### config.mk
export PLATFORM = sky130hd
export DESIGN_NAME = uart_rx_sequencer
export DESIGN_NICKNAME = d
export VERILOG_FILES = /design/src/rtl/uart_rx_sequencer.sv
export SDC_FILE = /design/constraint.sdc
export NUM_CORES = 1
export LEC_CHECK = 0
export CAP_MARGIN = 5
export CORE_ASPECT_RATIO = 1.5
export CORE_UTILIZATION = 55
export CTS_BUF_LIST = sky130_fd_sc_hd__clkbuf_4
export DETAILED_ROUTE_END_ITERATION = 8
export PLACE_DENSITY_LB_ADDON = 0.3
export SLEW_MARGIN = 30
export SYNTH_ARGS = -nofsm -noshare
export SYNTH_HDL_FRONTEND = slang
export SYNTH_SLANG_ARGS = --single-unit
export TNS_END_PERCENT = 20
### constraint.sdc
create_clock -name clk -period 7 [get_ports clk]
set_input_delay 1.4 -clock clk [delete_from_list [all_inputs] [get_ports clk]]
set_output_delay 1.4 -clock clk [all_outputs]
set_load 0.005 [all_outputs]
### src/rtl/uart_rx_sequencer.sv
// uart_rx_sequencer: receive-side UART controller.
//
// Oversamples the line at 16x (runtime divider), validates the start bit at
// mid-bit, samples an 8N1 frame LSB-first at bit centres, checks the stop bit
// and queues accepted bytes in a small FIFO with a valid/ready consumer side.
//
// Ports:
//   clk       system clock
//   rst       synchronous, active-high reset
//   rxd       raw asynchronous serial input, idle high
//   baud_div  clk cycles per oversample tick (0 behaves as 1)
//   rx_data   FIFO head byte
//   rx_valid  FIFO non-empty
//   rx_ready  consumer pops the head when rx_valid & rx_ready
//   frame_err sticky: a stop bit was sampled low
//   overrun   sticky: a byte was dropped because the FIFO was full
//   clr_err   clears frame_err and overrun (a same-cycle set wins)
//   busy      receiver FSM is not idle
module uart_rx_sequencer #(
  parameter int unsigned DIV_W      = 16,
  parameter int unsigned FIFO_DEPTH = 4
) (
  input  logic             clk,
  input  logic             rst,
  input  logic             rxd,
  input  logic [DIV_W-1:0] baud_div,
  output logic [7:0]       rx_data,
  output logic             rx_valid,
  input  logic             rx_ready,
  output logic             frame_err,
  output logic             overrun,
  input  logic             clr_err,
  output logic             busy
);

  localparam int unsigned PtrW = $clog2(FIFO_DEPTH);
  localparam int unsigned CntW = PtrW + 1;

  typedef enum logic [1:0] {
    StIdle,
    StStart,
    StData,
    StStop
  } state_e;

  // ---------------------------------------------------------------------------
  // Input synchronizer (both flops reset to the idle level)
  // ---------------------------------------------------------------------------
  logic rx_meta_q, rx_s_q;

  always_ff @(posedge clk) begin
    if (rst) begin
      rx_meta_q <= 1'b1;
      rx_s_q    <= 1'b1;
    end else begin
      rx_meta_q <= rxd;
      rx_s_q    <= rx_meta_q;
    end
  end

  // ---------------------------------------------------------------------------
  // Oversample tick generator
  // ---------------------------------------------------------------------------
  logic [DIV_W-1:0] div_cnt_q, div_cnt_d;
  logic [DIV_W-1:0] div_lim_q, div_lim_d;
  logic [DIV_W-1:0] div_lim_new;
  logic             tick;
  logic             start_evt;

  assign div_lim_new = (baud_div == '0) ? '0 : baud_div - DIV_W'(1);
  assign tick        = (div_cnt_q == div_lim_q);

  // The terminal count is only reloaded when the counter wraps (or restarts),
  // so a divider change never lands in the middle of a tick period.
  always_comb begin
    div_cnt_d = div_cnt_q + DIV_W'(1);
    div_lim_d = div_lim_q;
    if (start_evt || tick) begin
      div_cnt_d = '0;
      div_lim_d = div_lim_new;
    end
  end

  always_ff @(posedge clk) begin
    if (rst) begin
      div_cnt_q <= '0;
      div_lim_q <= div_lim_new;
    end else begin
      div_cnt_q <= div_cnt_d;
      div_lim_q <= div_lim_d;
    end
  end

  // ---------------------------------------------------------------------------
  // Receive FSM
  // ---------------------------------------------------------------------------
  state_e     state_q, state_d;
  logic [3:0] os_cnt_q, os_cnt_d;
  logic [2:0] bit_idx_q, bit_idx_d;
  logic [7:0] shreg_q, shreg_d;
  logic       push_req;
  logic       ferr_set;

  always_comb begin
    state_d   = state_q;
    os_cnt_d  = os_cnt_q;
    bit_idx_d = bit_idx_q;
    shreg_d   = shreg_q;
    push_req  = 1'b0;
    ferr_set  = 1'b0;
    start_evt = 1'b0;

    unique case (state_q)
      StIdle: begin
        if (!rx_s_q) begin
          state_d   = StStart;
          os_cnt_d  = '0;
          start_evt = 1'b1;
        end
      end

      // Validate at the middle of the start bit; a short low glitch is dropped.
      StStart: begin
        if (tick) begin
          if (os_cnt_q == 4'd7) begin
            os_cnt_d = '0;
            if (!rx_s_q) begin
              state_d   = StData;
              bit_idx_d = '0;
            end else begin
              state_d = StIdle;
            end
          end else begin
            os_cnt_d = os_cnt_q + 4'd1;
          end
        end
      end

      StData: begin
        if (tick) begin
          if (os_cnt_q == 4'd15) begin
            shreg_d   = {rx_s_q, shreg_q[7:1]};
            os_cnt_d  = '0;
            bit_idx_d = bit_idx_q + 3'd1;
            if (bit_idx_q == 3'd7) begin
              state_d = StStop;
            end
          end else begin
            os_cnt_d = os_cnt_q + 4'd1;
          end
        end
      end

      StStop: begin
        if (tick) begin
          if (os_cnt_q == 4'd15) begin
            state_d  = StIdle;
            os_cnt_d = '0;
            if (rx_s_q) begin
              push_req = 1'b1;
            end else begin
              ferr_set = 1'b1;
            end
          end else begin
            os_cnt_d = os_cnt_q + 4'd1;
          end
        end
      end

      default: state_d = StIdle;
    endcase
  end

  always_ff @(posedge clk) begin
    if (rst) begin
      state_q   <= StIdle;
      os_cnt_q  <= '0;
      bit_idx_q <= '0;
      shreg_q   <= '0;
    end else begin
      state_q   <= state_d;
      os_cnt_q  <= os_cnt_d;
      bit_idx_q <= bit_idx_d;
      shreg_q   <= shreg_d;
    end
  end

  assign busy = (state_q != StIdle);

  // ---------------------------------------------------------------------------
  // Receive FIFO
  // ---------------------------------------------------------------------------
  logic [7:0]      mem_q [FIFO_DEPTH];
  logic [PtrW-1:0] wr_ptr_q, rd_ptr_q;
  logic [CntW-1:0] cnt_q;
  logic            full;
  logic            pop;
  logic            do_push;
  logic            ovr_set;

  assign rx_valid = (cnt_q != '0);
  assign full     = (cnt_q == CntW'(FIFO_DEPTH));
  assign pop      = rx_valid & rx_ready;
  // A pop in the same cycle frees the slot the incoming byte needs.
  assign do_push  = push_req & (~full | pop);
  assign ovr_set  = push_req & full & ~pop;
  assign rx_data  = mem_q[rd_ptr_q];

  always_ff @(posedge clk) begin
    if (rst) begin
      for (int i = 0; i < int'(FIFO_DEPTH); i++) begin
        mem_q[i] <= '0;
      end
      wr_ptr_q <= '0;
      rd_ptr_q <= '0;
      cnt_q    <= '0;
    end else begin
      if (do_push) begin
        mem_q[wr_ptr_q] <= shreg_q;
        wr_ptr_q        <= wr_ptr_q + PtrW'(1);
      end
      if (pop) begin
        rd_ptr_q <= rd_ptr_q + PtrW'(1);
      end
      cnt_q <= cnt_q + CntW'(do_push) - CntW'(pop);
    end
  end

  // ---------------------------------------------------------------------------
  // Sticky error flags (set beats clear)
  // ---------------------------------------------------------------------------
  logic frame_err_q, overrun_q;

  always_ff @(posedge clk) begin
    if (rst) begin
      frame_err_q <= 1'b0;
      overrun_q   <= 1'b0;
    end else begin
      frame_err_q <= ferr_set | (frame_err_q & ~clr_err);
      overrun_q   <= ovr_set | (overrun_q & ~clr_err);
    end
  end

  assign frame_err = frame_err_q;
  assign overrun   = overrun_q;

endmodule
### After elaboration in Yosys (flattened, before gate mapping)

Memories as Yosys holds them, arrays and structs flattened. A register that Yosys moved wholly into a read port is not among the register bits.
Cells that the tools add are included.

| storage, ports and cells | value |
|---|---|
| register bits after elaboration | 60 |
| memory bits (writable) | 32 |
| bits of input ports | 21 |
| memories kept | 1 |

Memory list:

| memory | words | width | rd ports | clocked after memory_dff | write ports | RTL line | RTL |
|---|---|---|---|---|---|---|---|
| mem_q | 4 | 8 | 1 | 1 | 4 | 193 | `logic [7:0] mem_q [FIFO_DEPTH];` |

| operators by class | value |
|---|---|
| add/subtract/negate cells | 8 |
| eq/ne operators | 18 |
| multiplexer cells | 44 |
| bitwise operators | 12 |
| reduce and logical (&&, ||, !) cells | 14 |

Operator list:

| cell | count |
|---|---|
| $mux W16 | 3 |
| $mux W2 | 12 |
| $mux W4 | 5 |
| $ne A2 B2 Y1 const B | 9 |
| $add A16 B1 Y16 const B | 1 |
| $eq A16 B16 Y1 | 1 |
| $logic_not A16 Y1 | 1 |
| $sub A16 B1 Y16 const B | 1 |
| $mux W1 | 15 |
| $mux W3 | 5 |
| $pmux W4 S3 | 1 |
| $mux W8 | 1 |
| $pmux W2 S4 | 1 |
| $reduce_and A8 Y1 | 1 |
| $reduce_or A8 Y1 | 1 |
| $and A1 B1 Y1 | 6 |
| $eq A3 B3 Y1 const B | 2 |
| $pmux W3 S2 | 1 |
| $reduce_and A3 Y1 | 2 |
| $reduce_and A6 Y1 | 1 |
| $reduce_bool A2 Y1 | 3 |
| $add A2 B1 Y2 const B | 2 |
| $add A4 B1 Y4 const B | 1 |
| $eq A2 B2 Y1 const B | 2 |
| 13 further kinds | 18 |

### Depth between registers and ports, before layout

| depth | value |
|---|---|
| word-level depth | 10 |
| mapped depth | 14 |

### Worst setup path after synthesis

OpenSTA, ideal clock, no wires.

| timing path | value |
|---|---|
| kind | input -> register |
| from | input port rx_ready |
| to | register cnt_q[2] |
| data arrival time | 3.615 ns |
| path slack | 3.257 ns |
| cell stages on the path | 12 |
| cell sequence | or4b_2 -> nand3_1 -> clkbuf_1 -> nor2_1 -> inv_1 -> ha_1 -> inv_1 -> ha_1 -> fa_1 -> xnor2_1 -> xnor2_1 -> nor2_1 |

| on the way | value |
|---|---|
| cells in the longest elaborated chain, start to end | 5 |

RTL lines:

| item | RTL line | RTL |
|---|---|---|
| start: declaration | 29 | `input logic rx_ready,` |
| $and A1 B1 Y1 (*) | 203 | `assign pop = rx_valid & rx_ready;` |
| $or A1 B1 Y1 | 205 | `assign do_push = push_req & (~full \| pop);` |
| $and A1 B1 Y1 | 205 |  |
| $add A3 B1 Y3 | 225 | `cnt_q <= cnt_q + CntW'(do_push) - CntW'(pop);` |
| $sub A3 B1 Y3 (*) | 225 |  |
| end signal: assignment | 225 |  |
| end: declaration | 195 | `logic [CntW-1:0] cnt_q;` |

Mark *: on every way between the ends. The rest lies on a longest branch, timed or not.
A chain may end at the register's enable or synchronous reset.

### Worst setup path in the final report

Ends and elaborated chain as after synthesis.

==> run metrics <==
Tmin final=between 3 and 4 ns; routed vias/inst=between 5 and 6; worst path required time=approximately 7.4 ns; Post-synth EDFFs=48; post-CTS setup buffer count=0; PostCTS Resize Cnt=0; clk sinks=94; Routed WL per cell=~14 um; CP startpoint kind=input port; vias in the first global route=roughly 3100; Synth Instances=421; Max H-tree Level=3; diode count=0; max cap viols=0; initial DRC count=228; critical path peak fanout=11; Min-Delay Path Class=reg2reg; fin crit share=54.19%; Final Skew=0.01469 ns; GRT Total Usage=20.10%; Mapped Area=around 4500 um2; Yosys cell types=between 40 and 50; max-slew violation count=0; Most used DFF post-synth=edfxtp_1; Leak=1.801 nW; commonest non-fill, non-tap cells in the layout=48 x edfxtp_1, 47 x nor2_1, 46 x dfxtp_1, 33 x and2_1, 33 x nand2_1; RSZ-0062 raised after global routing=no; total gr overflow=0; DR pass1 iterations=4; Syn. warnings=0; vias post-DR=3012; setup TNS=0 ns; TritonCTS buffer count=9; GPL Wtd Cong=0.7746; IO Count=33; Final Hold Fails=0; port bufs=32; CTS clk-pin slew, worst paths=~0.14 ns; Post-DRT Antenna Nets=0; largest net degree at the start of global routing=35; Nets=480; Vert. Die Dim=112.9 um; syn nets=450; DRT Wirelength=7660 um; outcome=finished clean; PnR worst setup slack=3.206 ns; post-synthesis sequential area ratio=52.42%; commonest non-fill, non-tap cell in the layout=edfxtp_1; core region area=between 7000 and 8000 um2; FP Rows=40; Setup Viol. Count Final=0; ratio of cells with drive above 1 in the final layout=10.31%; Initial Util=between 50 and 60%; Slew HR=51.38%; FF+latch count, synth=between 90 and 100; peak supply drop=128.8 uV; hold_buf cts=0; CP Class=in2reg; crit end category=flip-flop; pwr dens=~230 nW/um2; initial antenna violation count=0; CTS max path bufs=2; Fmax=263.6 MHz; Die X=75.91 um; Worst Max-Slew Pin Slew=0.7238 ns; syn_area_per_cell=10.71 um2; CTS tree=done; latest clock arrival within the worst-skew pair=0.46 ns; first-pass GRT wire length=13500 um; Setup WS pre-CTS=2.715 ns; DRC=0; Post-synth ARST share=0%; layout overhead on the synthesized area=13.77%; die area=8568 um2; CP arrival=4.15 ns; DP HPWL=5678 um; CTS root buf=clkbuf_4
## critical path: stages
cell	delay, ns
clkdlybuf4s50_1	0.41
or4b_2	0.64
nand3_1	0.40
nor2_1	0.14
inv_1	0.08
ha_1	0.12
inv_1	0.04
ha_1	0.18
fa_1	0.38
xnor2_1	0.17
xnor2_1	0.13
nor2_1	0.05
## layer usage
metal / share of wire, % / global-route usage, %
met3: 2.6 / 4.516
met4: 3.0 / 11.03
met2: 56 / 38.85
met5: 0 / 0
met1: 38 / 19.52
## through the flow
step	instances	hold WS (ns)	total power [mW]	util [%]	cell area, um2
after floorplan	421	0.3895	0.7643	-	4507
after global placement	545	0.3921	0.8361	61.87	4923
after detailed placement	545	0.3940	0.8424	61.98	4932
after CTS	561	0.4255	1.207	64.32	5119
after global routing	561	0.4386	1.247	64.43	5127
final	561	0.4235	1.197	64.43	5127
## Yosys cell counts, types with 4 or more instances
cell type	instances	area (um2)
edfxtp_1	48	1441
nor2_1	47	176.4
dfxtp_1	46	920.9
nand2_1	34	127.6
and2_1	33	206.5
xor2_1	28	245.2
inv_1	18	67.56
xnor2_1	17	148.9
a21oi_1	13	65.06
clkbuf_1	13	48.80
nor3_1	12	60.06
nand3_1	11	55.05
mux2i_1	9	90.09
mux4_2	8	180.2
nor4_1	8	50.05
ha_1	7	87.58
nand2b_1	5	31.28
nand4_1	5	31.28
or3_1	5	31.28
o21ai_0	4	20.02
or2_2	4	25.02
or4b_2	4	40.04
## report_power, final
part           switching [mW]  leakage (nW)  internal (mW)
Sequential             0.0305         0.834          0.612
Combinational          0.0671         0.872          0.118
Clock                   0.188        0.0946          0.182
## path summary, 6_finish.rpt
kind | start | to | slack [ns] | cells after the start
max | rx_ready | cnt_q[2]$_SDFF_PP0_ | 3.21 | 12
min | rx_meta_q$_SDFF_PP1_ | rx_s_q$_SDFF_PP1_ | 0.42 | 1
max reg2reg | os_cnt_q[1]$_SDFFE_PP0P_ | cnt_q[2]$_SDFF_PP0_ | 4.00 | 13
min reg2reg | rx_meta_q$_SDFF_PP1_ | rx_s_q$_SDFF_PP1_ | 0.42 | 1
## flip-flops by register name, indices dropped and copies added, names as in the netlist, named ones only
signal	count
overrun	1
shreg_q	8
rx_meta_q	1
mem_q	32
bit_idx_q	3
rd_ptr_q	2
state_q	1
rx_s_q	1
div_cnt_q	16
wr_ptr_q	2
div_lim_q	16
os_cnt_q	4
cnt_q	3
frame_err	1
## logic make-up (layout without fill, tap and decap cells)
group | after synthesis | after routing | share of synthesized area [%]
and+or+nand+nor | 188 | 188 | 22.40
DFF | 94 | 94 | 52.42
xor gates and xnor gates | 45 | 45 | 8.745
buffers and inverters | 35 | 70 | 2.943
AOI/OAI and AO/OA | 32 | 32 | 4.609
muxes | 19 | 19 | 6.496
adders and majority gates | 8 | 8 | 2.387
## final cells by class
cell class / count / area, um2
multi-input combinational: 292 / 2029
sequential: 94 / 2362
timing repair buffer: 36 / 350.3
clock inverter: 7 / 118.9
inverter: 18 / 67.56
clock buffer: 9 / 67.56
fill: 613 / 2830
tap: 105 / 131.4
Note: power is estimated with default switching activity, not from simulation.
==> RTL change: new RTL, config.mk and constraints unchanged <==
`DIV_W`: 16 -> 20.
--- a/src/rtl/uart_rx_sequencer.sv
+++ b/src/rtl/uart_rx_sequencer.sv
@@ -17,7 +17,7 @@
 //   clr_err   clears frame_err and overrun (a same-cycle set wins)
 //   busy      receiver FSM is not idle
 module uart_rx_sequencer #(
-  parameter int unsigned DIV_W      = 16,
+  parameter int unsigned DIV_W      = 20,
   parameter int unsigned FIFO_DEPTH = 4
 ) (
   input  logic             clk,
Ports: changed (resized baud_div); port bits go from 33 to 37. No check against the original RTL was run, so the function may have changed too.
==> RTL change against the original RTL <==
Clock power down 20%; sequential cell count up 8; routed wire length up 30%; count of clock-buffer cells in the layout unchanged; area after synthesis up 16%; cell area up 12%; fmax down 3.3%; total power down 1.0%; worst setup slack worse by 130 ps; critical path type is now reg2reg; largest cell class unchanged; largest power group unchanged; highest routed layer unchanged.
==> RTL change: results (changes against the original RTL) <==
* Min Hold Slack at 444 ps (+20.8 ps)
* Buffers on Ports at 36 (+13%)
* Critical path launch point type: flip-flop
* First-pass iteration count of the detailed router at 4 (unchanged)
* HP Start: rx_meta_q
* Maximum vdd drop at 0.119 mV (-7.8%)
* R2r setup slk at 3080 ps (-920 ps)
* Number of flops mapped to enable cells by yosys at 52 (+8.3%)
* Worst skew pair latency at 470 ps
* Inserted Diodes at 0 (unchanged)
* Max FO, Critical Path at 36 (+25)
* Final HPWL DP at 7.30 mm (+28%)
* First-pass GRT wire length at 16.8 mm (+24%)
* Placed inst area at 5600 µm² (+14%)
* Layout Cells excl Fill at 618 (+10%)
* DRT iter0 DRCs at 218 (-4.4%)
* Met3 global-route usage at 3.98% (-0.53 points)
* Layout cells sized above 1 at 12.5% (+2.1 points)
* Biggest regs: mem_q: 32 flops, div_cnt_q: 20 flops, div_lim_q: 20 flops
* R2R depth at 11 (-2)
* Top_reg_cell synth: edfxtp_1
* Routing usage on met2 at 42.0% (+3.1 points)
* GP Congestion at 0.814 (+5.1%)
* Leak pwr at 1.85 nW (+2.6%)
* Met2 routed WL at 5.67 mm (+32%)
* Met3 WL post-DR at 234 µm (+16%)
* Net Count, Synth at 513 (+14%)
* Routed wire length at 9.93 mm (+30%)
* Via count at 3,621 (+20%)
* Main area contributors after synthesis: edfxtp_1 30%, dfxtp_1 19%, xor2_1 5.9%, nor4b_2 4.3%, nor2_1 4.0%
* Setup WS pre-CTS at 2700 ps (-15.2 ps)
* CTS clk-pin slew, worst paths at 180 ps (+40 ps)
* Clock root buffer: clkbuf_4
* GRT Overall Usage at 22.5% (+2.4 points)
* Layout Skew at 18.4 ps (+3.68 ps)
* Met1 wire length at 3.76 mm (+29%)
* Outcome: finished, final reports clean
* Yosys cell types at 48 (+4.3%)
* Reg-to-reg endpoint: cnt_q[2]
* Worst-Margin Slew at 871 ps (+147 ps)
* Slowest cell on crit path: and3_1
* Sequential-to-total area share from yosys stat at 49.1% (-3.3 points)
* Met1 GRT Util at 23.6% (+4.1 points)
* Largest net degree at the start of global routing at 70 (+100%)
* Slowest Stage Delay on Critical Path at 680 ps (+40 ps)
* Placed cells at 602 (+10%)
* CTS Buf Count at 9 (unchanged)
* Setup crit start: div_lim_q[19]
* Reg with most FFs: mem_q
* List of most frequent post-synthesis cells: 56 x nor2_1, 52 x edfxtp_1, 50 x dfxtp_1, 35 x xor2_1, 23 x nand3_1
* PostCTS Resize Cnt at 0 (unchanged)
* Cells after synthesis at 480 (+14%)
* Layout filler cell count at 790 (+29%)
* Synth warnings at 0 (unchanged)
* Arrival time worst endpoint at 4290 ps (+140 ps)
* Nets at 534 (+11%)
==> RTL change: final cells by class <==
| class | instances | area [µm²] | share of cell area (%) |
|---|---|---|---|
| sequential | 102 | 2560 | 44.7 |
| multi-input combinational | 337 | 2480 | 43.2 |
| timing repair buffer | 38 | 370 | 6.46 |
| tap | 112 | 140 | 2.44 |
| clock buffer | 9 | 67.6 | 1.18 |
| clock inverter | 7 | 66.3 | 1.16 |
| inverter | 13 | 48.8 | 0.851 |
==> RTL change: logic make-up after synthesis <==
| family | synth area share, % |
|---|---|
| muxes | 4.31 |
| xor gates and xnor gates | 9.39 |
| DFF | 49.1 |
| adders and majority gates | 2.06 |
| and+or+nand+nor | 26.2 |
| buffers and inverters | 3.50 |
| AOI/OAI and AO/OA | 5.49 |
==> RTL change: critical path, delay by kind of cell, from the launching register on <==
family	cells	cell delay, ps
adders and majority gates	3	1080
buffers and inverters	1	40
and+or+nand+nor	4	1780
DFF	1	420
xor gates and xnor gates	3	490
==> RTL change: worst max path at each step <==
| stage | endpoint | slack, ps | depth (start not counted) |
|---|---|---|---|
| final | cnt_q[2] | 3080 | 11 |
| after global placement | cnt_q[2] | 2780 | 10 |
| after floorplan | cnt_q[2] | 3400 | 10 |
| after detailed placement | cnt_q[2] | 2700 | 10 |
| after CTS | cnt_q[2] | 3090 | 11 |
| after global routing | cnt_q[2] | 2820 | 11 |
==> RTL change: power by group <==
group / internal, mW / switching [mW] / leakage [nW]
combinational: 0.119 / 0.0760 / 0.852
sequential: 0.662 / 0.0315 / 0.921
clock: 0.0827 / 0.214 / 0.0749
total: 0.864 / 0.321 / 1.85
